`src/rtl/ram_pkg.sv`:
```
// Shared defaults for the single-port RAM slice.
// DEPTH is derived from the address width. Instances may override it
// with a smaller value, which leaves part of the address space unused.
package ram_pkg;

    localparam int RAM_DATA_WIDTH = 8;
    localparam int RAM_ADDR_WIDTH = 6;

    // Number of words that an address of the given width can reach.
    function automatic int ram_depth(input int addr_width);
        return 1 << addr_width;
    endfunction

    localparam int RAM_DEPTH = ram_depth(RAM_ADDR_WIDTH);

endpackage

```
`src/rtl/spram_core.sv`:
```
// spram_core: the storage array and its synchronous write port.
// The read port is asynchronous. The parent registers it, so the whole
// path still maps onto a synchronous-read block RAM.
//   clk    : write clock
//   wr_en  : write strobe, already qualified by the parent
//   addr   : shared read/write address
//   wdata  : write data
//   rdata  : mem[addr], combinational
module spram_core
    import ram_pkg::*;
#(
    parameter int DATA_WIDTH = RAM_DATA_WIDTH,
    parameter int ADDR_WIDTH = RAM_ADDR_WIDTH,
    parameter int DEPTH      = ram_depth(ADDR_WIDTH)
) (
    input  logic                  clk,
    input  logic                  wr_en,
    input  logic [ADDR_WIDTH-1:0] addr,
    input  logic [DATA_WIDTH-1:0] wdata,
    output logic [DATA_WIDTH-1:0] rdata
);

    // The array has no reset, so contents survive rst_n.
    logic [DATA_WIDTH-1:0] mem [DEPTH];

    always_ff @(posedge clk) begin
        if (wr_en) mem[addr] <= wdata;
    end

    assign rdata = mem[addr];

endmodule

```
`src/rtl/single_port_ram.sv`:
```
// single_port_ram: single-port RAM with a write-first, 1-cycle
// registered read.
//   clk          : sole clock, rising edge
//   rst_n        : async active-low; clears data_out only and blocks writes
//   data_in      : write data
//   ram_address  : shared read/write address
//   write_enable : 1 = write cycle, 0 = read cycle
//   data_out     : registered read data (the new data on a write)
module single_port_ram
    import ram_pkg::*;
#(
    parameter int DATA_WIDTH = RAM_DATA_WIDTH,
    parameter int ADDR_WIDTH = RAM_ADDR_WIDTH,
    parameter int DEPTH      = ram_depth(ADDR_WIDTH)
) (
    input  logic                  clk,
    input  logic                  rst_n,
    input  logic [DATA_WIDTH-1:0] data_in,
    input  logic [ADDR_WIDTH-1:0] ram_address,
    input  logic                  write_enable,
    output logic [DATA_WIDTH-1:0] data_out
);

    // Compare with one extra bit so DEPTH == 2**ADDR_WIDTH fits.
    // In that case the check is always true.
    localparam logic [ADDR_WIDTH:0] DEPTH_LIM = (ADDR_WIDTH + 1)'(DEPTH);

    logic                  in_range;
    logic                  core_we;
    logic [DATA_WIDTH-1:0] rd_data;

    assign in_range = ({1'b0, ram_address} < DEPTH_LIM);

    // rst_n gates the strobe. If reset is low at the edge, the word is
    // left untouched. Otherwise it is fully written. A partial write
    // cannot happen.
    assign core_we = write_enable & in_range & rst_n;

    spram_core #(
        .DATA_WIDTH (DATA_WIDTH),
        .ADDR_WIDTH (ADDR_WIDTH),
        .DEPTH      (DEPTH)
    ) u_core (
        .clk   (clk),
        .wr_en (core_we),
        .addr  (ram_address),
        .wdata (data_in),
        .rdata (rd_data)
    );

    // Write-first output register. Out-of-range addresses read as zero.
    always_ff @(posedge clk or negedge rst_n) begin
        if (!rst_n)            data_out <= '0;
        else if (!in_range)    data_out <= '0;
        else if (write_enable) data_out <= data_in;
        else                   data_out <= rd_data;
    end

endmodule

```
`config.mk`:
```
export PLATFORM = sky130hd
export DESIGN_NAME = single_port_ram
export DESIGN_NICKNAME = d
export VERILOG_FILES = /design/src/rtl/ram_pkg.sv /design/src/rtl/spram_core.sv /design/src/rtl/single_port_ram.sv
export SDC_FILE = /design/constraint.sdc
export NUM_CORES = 1
export LEC_CHECK = 0
export CELL_PAD_IN_SITES_DETAIL_PLACEMENT = 1
export CELL_PAD_IN_SITES_GLOBAL_PLACEMENT = 1
export CORE_MARGIN = 3
export CORE_UTILIZATION = 45
export CTS_CLUSTER_SIZE = 20
export DETAILED_ROUTE_END_ITERATION = 8
export PLACE_DENSITY_LB_ADDON = 0.25
export SYNTH_ARGS = -nofsm -noshare
export SYNTH_HDL_FRONTEND = slang
export SYNTH_SLANG_ARGS = --single-unit
```
`constraint.sdc`:
```
create_clock -name clk -period 1.7 [get_ports clk]
set_input_delay 0.34 -clock clk [delete_from_list [all_inputs] [get_ports clk]]
set_output_delay 0.34 -clock clk [all_outputs]
set_load 0.01 [all_outputs]
```
==> Yosys cells after proc, flatten, opt, wreduce, memory -nomap -nowiden <==
Memories as Yosys holds them, arrays and structs flattened.
Index checks and enable logic that the tools add are counted.
{ "word_totals": {"ramBits": 512, "ff_bits": 8, "output_inout_bits": 8, "elab_cells": 6, "n_memories": 1, "in_bits": 17} }
{ "memory_table": {"columns": ["memory", "depth", "word_bits", "rd", "rd_ports_with_merged_regs", "wr", "line", "source"], "rows": [
  ["u_core.mem", 64, 8, 1, 0, 1, "spram_core.sv:24", "logic [DATA_WIDTH-1:0] mem [DEPTH];"]
]} }
{ "classes": {"mux": 3, "bitwise_logic": 1} }
{ "op_table": {"columns": ["operator", "count"], "rows": [
  ["$mux 8", 1],
  ["$mux 1", 2],
  ["$and 1x1->1", 1]
]} }

==> Depth between registers and ports, before layout <==
Gate-level depths: netlist of the first run.
{ "depth": {"ltp_word": 3, "depth_mapped": 10, "ltp_nobuf": 6} }

==> Cells and area by module <==
From an unflattened synthesis of the first run, not the netlist that was laid out.
{ "hier_totals": {"hier_cells": 1181, "area_unflattened_um2": 20628.5} }
{ "by_module_without_submodules": {"columns": ["module", "area_each_um2", "seq_area_each_um2", "cells_per_inst", "instances"], "rows": [
  ["spram_core", 20289.5, 15374.7, 1163, 1],
  ["single_port_ram", 339.1, 200.2, 18, 1]
]} }

==> Least setup slack after synthesis of the first run <==
OpenSTA, ideal clock, no wires.
{ "synth_timing": {"path_kind": "input port to flip-flop", "from": "in ram_address[2]", "to": "mem u_core.mem[11][0] (netlist bit), enable pin", "required_ps": 1330, "setup_ps": 370, "arrival_ps": 1816, "n_path_buf": 4, "path_stages": 7, "setup_slack_ps": -487, "cell_sequence": "buf_4 -> buf_2 -> buf_2 -> buf_2 -> nor2_1 -> nand2_1 -> nor2_1"} }
{ "synth_lines": {"columns": ["element", "line", "source"], "rows": [
  ["from (decl)", "single_port_ram.sv:19", "input logic [ADDR_WIDTH-1:0] ram_address,"],
  ["to (decl)", "spram_core.sv:24", null]
]} }
No word-level cell before the write port.

==> Worst setup path in the final report of the first run <==
{ "layout_timing": {"from": "mem u_core.mem[15][2] (netlist bit)", "to": "reg data_out[2]"} }
{ "layout_via": {"elab_chain_cells": 2} }
{ "layout_lines": {"columns": ["element", "line", "source"], "rows": [
  ["$mem_v2 64x8", null, null],
  ["$mux 8", "single_port_ram.sv:55", "else if (write_enable) data_out <= data_in;"],
  ["to (signal assigned)", "single_port_ram.sv:55", null],
  ["to (signal assigned)", "single_port_ram.sv:56", "else data_out <= rd_data;"],
  ["to (decl)", "single_port_ram.sv:21", "output logic [DATA_WIDTH-1:0] data_out"]
]} }
No other way between the ends.

==> flow_summary.json, run 1 <==
{
  "status": "complete, but fails checks",
  "violations": "setup timing",
  "clock_sinks": 520,
  "setup-violations-final": 7,
  "grt_pass1_vias": 12800,
  "core_area_um2": 44500,
  "arrival_ns": 2.55,
  "crit_fanout": 1,
  "cp-start-kind": "flip-flop",
  "crit_path_end_kind": "flip-flop",
  "skew_ns": 0.0166,
  "hold_path_class": "input port to flip-flop",
  "start_util": 0.458,
  "grt_use_met3": 0.0407,
  "leakagePower_nw": 8.93,
  "clk_pin_slew_ns": 0.06,
  "maxSlewViolCount": 0,
  "finalNetCount": 1413,
  "area_growth_pct": 30.0,
  "worst-path-buf-inv": 0,
  "crit_family": "compound AO/OA/AOI/OAI gates",
  "synth_area_leaders": "edfxtp_1, mux4_2, mux2i_1",
  "rows": 77,
  "grt_max_degree": 66,
  "ys_async_sr_fraction": 0.0154,
  "pin_count": 25,
  "grt-ovfl-total": 0,
  "ys_warn_count": 0,
  "clk_latency_ns": 0.61,
  "syn_area_um2": 20400,
  "drive_gt1_frac": 0.387,
  "yosysUniqueCellTypes": 54,
  "setup_ws_ns": -0.361,
  "worst_r2r_path_depth": 6,
  "drc": 0,
  "drt-pass1-iter-count": 5,
  "drtIter0Drc": 1220,
  "yosysTopAreaCell": "edfxtp_1",
  "via_count": 12200,
  "cts-buffers-inserted": 53,
  "design_area_um2": 26500,
  "power.density_nw_per_um2": 1030,
  "use_met2": 0.430,
  "rsz0062_at_grt": "yes",
  "dp_hpwl_um": 41200,
  "cp_cell_sequence": "mux4_2 -> mux2i_4 -> nor2_2 -> a311oi_1 -> o211ai_1 -> o32a_1",
  "io_buffers": 24,
  "gr-usage-met1": 0.364,
  "post-route-period-util": 1.21,
  "synth_nets": 1124,
  "die_y_um": 219,
  "top_usage_layer": "met2",
  "grt_util_all_layers": 0.263,
  "worst_pin_slew_ns": 0.954,
  "cap_viol_max_count": 0,
  "clk_path_buf_depth": 3,
  "pre_cts_slack_ns": -1.00,
  "synth_commonest_cells": "edfxtp_1, nor2_1, mux2i_1",
  "die_x_um": 219,
  "gp_congestion": 0.871,
  "fin_tns_setup_ns": -1.52,
  "slowest_stage": "mux4_2",
  "synth_seq_area_share": 0.763,
  "finalPower_mw": 27.3,
  "synth_top_area_share": 0.754,
  "htreeDepth": 2,
  "syn_inst": 1107,
  "required_ns": 2.19,
  "fin_crit_ns": 2.06,
  "grt_pass1_wl_um": 90100,
  "criticalPathCategory": "flip-flop to flip-flop",
  "max_stage_delay_ns": 0.52,
  "synth.most_common_cell": "edfxtp_1",
  "hold_depth": 1,
  "max_slew_margin": 0.363,
  "ant_nets": 0,
  "postSynthAreaPerCell_um2": 18.4,
  "die_area_um2": 47900,
  "hold_viol": 0,
  "wl_per_cell_um": 30.6,
  "root_buffer": "clkbuf_16",
  "cts_tree": "yes",
  "ys_ff_latch": 520,
  "clock.fmax_mhz": 485,
  "peakVddDrop_uv": 903,
  "path_depth": 6,
  "antenna_found_initial": 1,
  "ys.flop_type": "edfxtp_1",
  "viasPerCell": 6.02,
  "place_area_um2": 24600,
  "synth_enable_flop_cells": 512,
  "routed_wl_um": 62200
}
[logic make-up after synthesis]
family | share of synthesized area
DFF | 0.763
AOI/OAI and AO/OA | 0.0679
muxes | 0.116
and+or+nand+nor | 0.0323
buffers and inverters | 0.0203
[worst register-to-register path, cell delays in order (launching register included)]
cell and delay, ns:
edfxtp_1 0.38, mux4_2 0.52, mux2i_4 0.19, nor2_2 0.08, a311oi_1 0.21, o211ai_1 0.23, o32a_1 0.34
[flip-flops by register name, summed over array words and instances, names as in the netlist]
register and flops:
u_core.mem 512, data_out 8
[power breakdown]
| part | total (mW) | switching (mW) | internal, mW |
|---|---|---|---|
| Clock | 11.0 | 4.82 | 6.20 |
| Sequential | 14.2 | 0.0455 | 14.1 |
| Combinational | 2.08 | 1.20 | 0.877 |
[final cells by class]
cell class / instances / area (um2)
diodes: 2 / 5.00
clock buffers: 75 / 1480
clock inverters: 23 / 136
fillers: 3927 / 18000
inverters: 7 / 31.3
multi-input cells: 511 / 5150
flip-flops and latches: 520 / 15600
well taps: 592 / 741
repair buffers: 303 / 3400
[timing repair]
| item | 4_1_cts | 5_1_grt |
|---|---|---|
| cloned | 0 | 0 |
| endpoints found under the setup margin | 327 | 152 |
| hold buffers | 1 | 0 |
| gates resized for setup | 53 | 17 |
| pin swaps | 9 | 7 |
| buffers inserted | 1 | 0 |
| hold endpoints to repair | 8 | 0 |
[final timing paths]
kind                                             start                     endpoint  slack, ns
min in group asynchronous                        rst_n        data_out[5]$_DFF_PN0_       0.65
max reg2reg                u_core.mem[15][2]$_DFFE_PP_        data_out[2]$_DFF_PN0_      -0.36
min                                         data_in[7]  u_core.mem[19][7]$_DFFE_PP_       0.23
min reg2reg                u_core.mem[42][2]$_DFFE_PP_        data_out[2]$_DFF_PN0_       0.87
max in group asynchronous                        rst_n        data_out[4]$_DFF_PN0_       0.90
max                        u_core.mem[15][2]$_DFFE_PP_        data_out[2]$_DFF_PN0_      -0.36
[placed cells by master (no fill, tap or decap), drive strengths merged, types with 4 or more instances in the layout]
cell,count
dlygate4sd2,7
buf,289
a22oi,28
nand3,6
o22a,7
a32oi,6
clkbuf,75
o21ai,27
clkinv,22
clkdlybuf4s15,5
nor2,94
a21oi,25
a221oi,39
nand2,25
dfrtp,8
a22o,6
o211ai,4
mux2i,81
mux2,34
nor2b,6
o32a,4
o22ai,16
mux4,52
a211oi,6
edfxtp,512
a31oi,7
inv,7
[stage by stage]
step,utilization,instances,hold WS [ns]
floorplan,-,1107,0.0444
global placement,0.554,1931,0.837
detailed placement,0.554,1931,0.845
CTS,0.594,2031,0.201
global route,0.596,2031,0.235
finish,0.596,2033,0.234
[routing by layer]
layer / vias up / share of wire
li1: 5126 / -
met1: 6483 / 0.41
met2: 530 / 0.49
met3: 106 / 0.069
met4: 0 / 0.028
met5: - / 0
Note: power is estimated with default switching activity, not from simulation.
==> run 2: changes to the inputs <==
--- a/config.mk
+++ b/config.mk
@@ -11,6 +11,7 @@
 export CORE_UTILIZATION = 45
 export CTS_CLUSTER_SIZE = 20
 export DETAILED_ROUTE_END_ITERATION = 8
+export HOLD_SLACK_MARGIN = 0.03
 export PLACE_DENSITY_LB_ADDON = 0.25
 export SYNTH_ARGS = -nofsm -noshare
 export SYNTH_HDL_FRONTEND = slang
==> results of run 2 <==
The final DEF is identical to that of run 1; final timing and power are the same.
==> run 3: changes to the inputs <==
--- a/config.mk
+++ b/config.mk
@@ -5,12 +5,15 @@
 export SDC_FILE = /design/constraint.sdc
 export NUM_CORES = 1
 export LEC_CHECK = 0
+export CAP_MARGIN = 10
 export CELL_PAD_IN_SITES_DETAIL_PLACEMENT = 1
 export CELL_PAD_IN_SITES_GLOBAL_PLACEMENT = 1
+export CORE_ASPECT_RATIO = 0.8
 export CORE_MARGIN = 3
 export CORE_UTILIZATION = 45
 export CTS_CLUSTER_SIZE = 20
 export DETAILED_ROUTE_END_ITERATION = 8
+export GPL_ROUTABILITY_DRIVEN = 1
 export HOLD_SLACK_MARGIN = 0.03
 export PLACE_DENSITY_LB_ADDON = 0.25
 export SYNTH_ARGS = -nofsm -noshare
==> flow_summary.json, run 3 (synthesis results as in run 1) <==
{
  "setup-violations-final": 93,
  "r2r-start": "u_core.mem[9][2]$_DFFE_PP_",
  "htreeDepth": 2,
  "grt_pass1_wl_um": 91000,
  "cts-buffers-inserted": 50,
  "grt-ovfl-total": 0,
  "ctsHoldBuffers": 0,
  "via_count": 12300,
  "finalNetCount": 1406,
  "fillers": 3904,
  "rrSetupSlack_ns": -0.33,
  "crit_path_end_kind": "flip-flop",
  "final_common_cell": "edfxtp_1",
  "dp_hpwl_um": 40400,
  "cp-start-kind": "flip-flop",
  "die_area_um2": 47900,
  "die_y_um": 196,
  "worst_r2r_path_depth": 6,
  "pin_count": 25,
  "final_cell_mix": "edfxtp_1, buf_4, buf_12, mux2i_1, clkbuf_16",
  "grt_pass1_vias": 12700,
  "peakVddDrop_uv": 895,
  "core_area_um2": 44600,
  "max_slew_margin": 0.522,
  "clk_pin_slew_ns": 0.07,
  "r2r-end": "data_out[2]$_DFF_PN0_",
  "drtIter0Drc": 1365,
  "crit_fanout": 1,
  "io_buffers": 24,
  "hold_viol": 0,
  "clock.fmax_mhz": 492,
  "maxSlewViolCount": 0,
  "routed_wl_um": 63200,
  "root_buffer": "clkbuf_16",
  "start_util": 0.457,
  "design_area_um2": 26700,
  "regMostFlops": "u_core.mem",
  "utilization": 0.597,
  "fin_tns_setup_ns": -3.53,
  "viasPerCell": 6.04,
  "gp_congestion": 0.865,
  "criticalPathCategory": "flip-flop to flip-flop",
  "grt_util_all_layers": 0.264,
  "power.density_nw_per_um2": 1040,
  "hold_path_class": "input port to asynchronous set/reset pin",
  "antenna_found_initial": 1,
  "place_area_um2": 24500,
  "fin_crit_ns": 2.03,
  "drc": 0,
  "rsz0062_at_grt": "yes",
  "violations": "setup timing",
  "cap_viol_max_count": 0,
  "drt-pass1-iter-count": 5,
  "grt_max_degree": 66,
  "skew_ns": 0.0195,
  "finalPower_mw": 27.6,
  "reg.largest.list": "u_core.mem (512), data_out (8)",
  "required_ns": 2.18,
  "setup_ws_ns": -0.332,
  "cts_tree": "yes",
  "rows": 69,
  "ant_nets": 0,
  "dp_cells": 1931,
  "die_x_um": 244,
  "wl_per_cell_um": 31.1,
  "largest_register_ffs": 512,
  "area_growth_pct": 30.6,
  "final_cells": 2031,
  "clk_latency_ns": 0.60,
  "arrival_ns": 2.51,
  "worst_pin_slew_ns": 0.714,
  "status": "complete, but fails checks",
  "leakagePower_nw": 8.96,
  "clk_path_buf_depth": 3,
  "n_antenna_cell": 0,
  "post-route-period-util": 1.20,
  "drive_gt1_frac": 0.400,
  "clock_sinks": 520
}
[run 3: cell types whose count changed in the layout (fill, tap and decap cells not counted), moves of 4 or more]
| cell | delta |
|---|---|
| o22ai_2 | +4 |
| buf_4 | -5 |
| a221oi_1 | -9 |
| o22ai_1 | -4 |
| clkbuf_1 | -7 |
| bufinv_16 | +6 |
| a221oi_2 | +10 |
[run 3: worst max-delay path by stage]
stage	slack, ns	cells past startpoint	to	start
6_report	-0.33	6	data_out[2]$_DFF_PN0_	u_core.mem[9][2]$_DFFE_PP_
5_1_grt	-0.37	6	data_out[2]$_DFF_PN0_	u_core.mem[9][2]$_DFFE_PP_
4_1_cts	-0.33	6	data_out[2]$_DFF_PN0_	u_core.mem[9][2]$_DFFE_PP_
3_5_place_dp	-0.84	7	data_out[1]$_DFF_PN0_	ram_address[1]
3_3_place_gp	-0.84	9	data_out[7]$_DFF_PN0_	ram_address[2]
2_1_floorplan	-0.24	8	data_out[2]$_DFF_PN0_	ram_address[0]
[run 3: repair_timing]
item                                    in CTS  in global routing
endpoints found under the setup margin     480                129
cloned                                       0                  2
pin swaps                                   22                 11
gates resized for setup                     60                 25
buffers inserted                             5                  2
[run 3: layout make-up]
cell class / instances / area, um2 / share of cell area
clock buffers: 61 / 1310 / 0.0493
clock inverters: 30 / 320 / 0.0120
inverters: 7 / 31.3 / 0.00117
multi-input cells: 511 / 5250 / 0.197
flip-flops and latches: 520 / 15600 / 0.584
well taps: 603 / 754 / 0.0283
repair buffers: 299 / 3410 / 0.128
[run 3: per-stage QoR]
step,setup slack (ns),hold WS (ns)
after global placement,-0.838,0.763
after CTS,-0.331,0.193
after floorplan,-0.240,0.0444
after detailed placement,-0.841,0.761
after global routing,-0.368,0.207
final,-0.332,0.221
[run 3: critical path, stage by stage, from the launching register on]
cell and delay [ns]:
edfxtp_1 0.39, mux4_2 0.51, mux2i_4 0.21, nor2_2 0.07, a311oi_1 0.23, o211ai_1 0.18, o32a_1 0.33
[run 3: report_power, final]
| part | internal [mW] | total, mW | switching (mW) | leakage, nW |
|---|---|---|---|---|
| registers | 14.1 | 14.2 | 0.0435 | 4.69 |
| logic | 0.882 | 2.13 | 1.25 | 3.47 |
| clock network | 6.55 | 11.3 | 4.76 | 0.798 |
[run 3: layer usage]
metal,share of wire,track usage
met1,0.43,0.392
met2,0.47,0.416
met3,0.073,0.0335
met4,0.023,0.0730
met5,0.00017,0
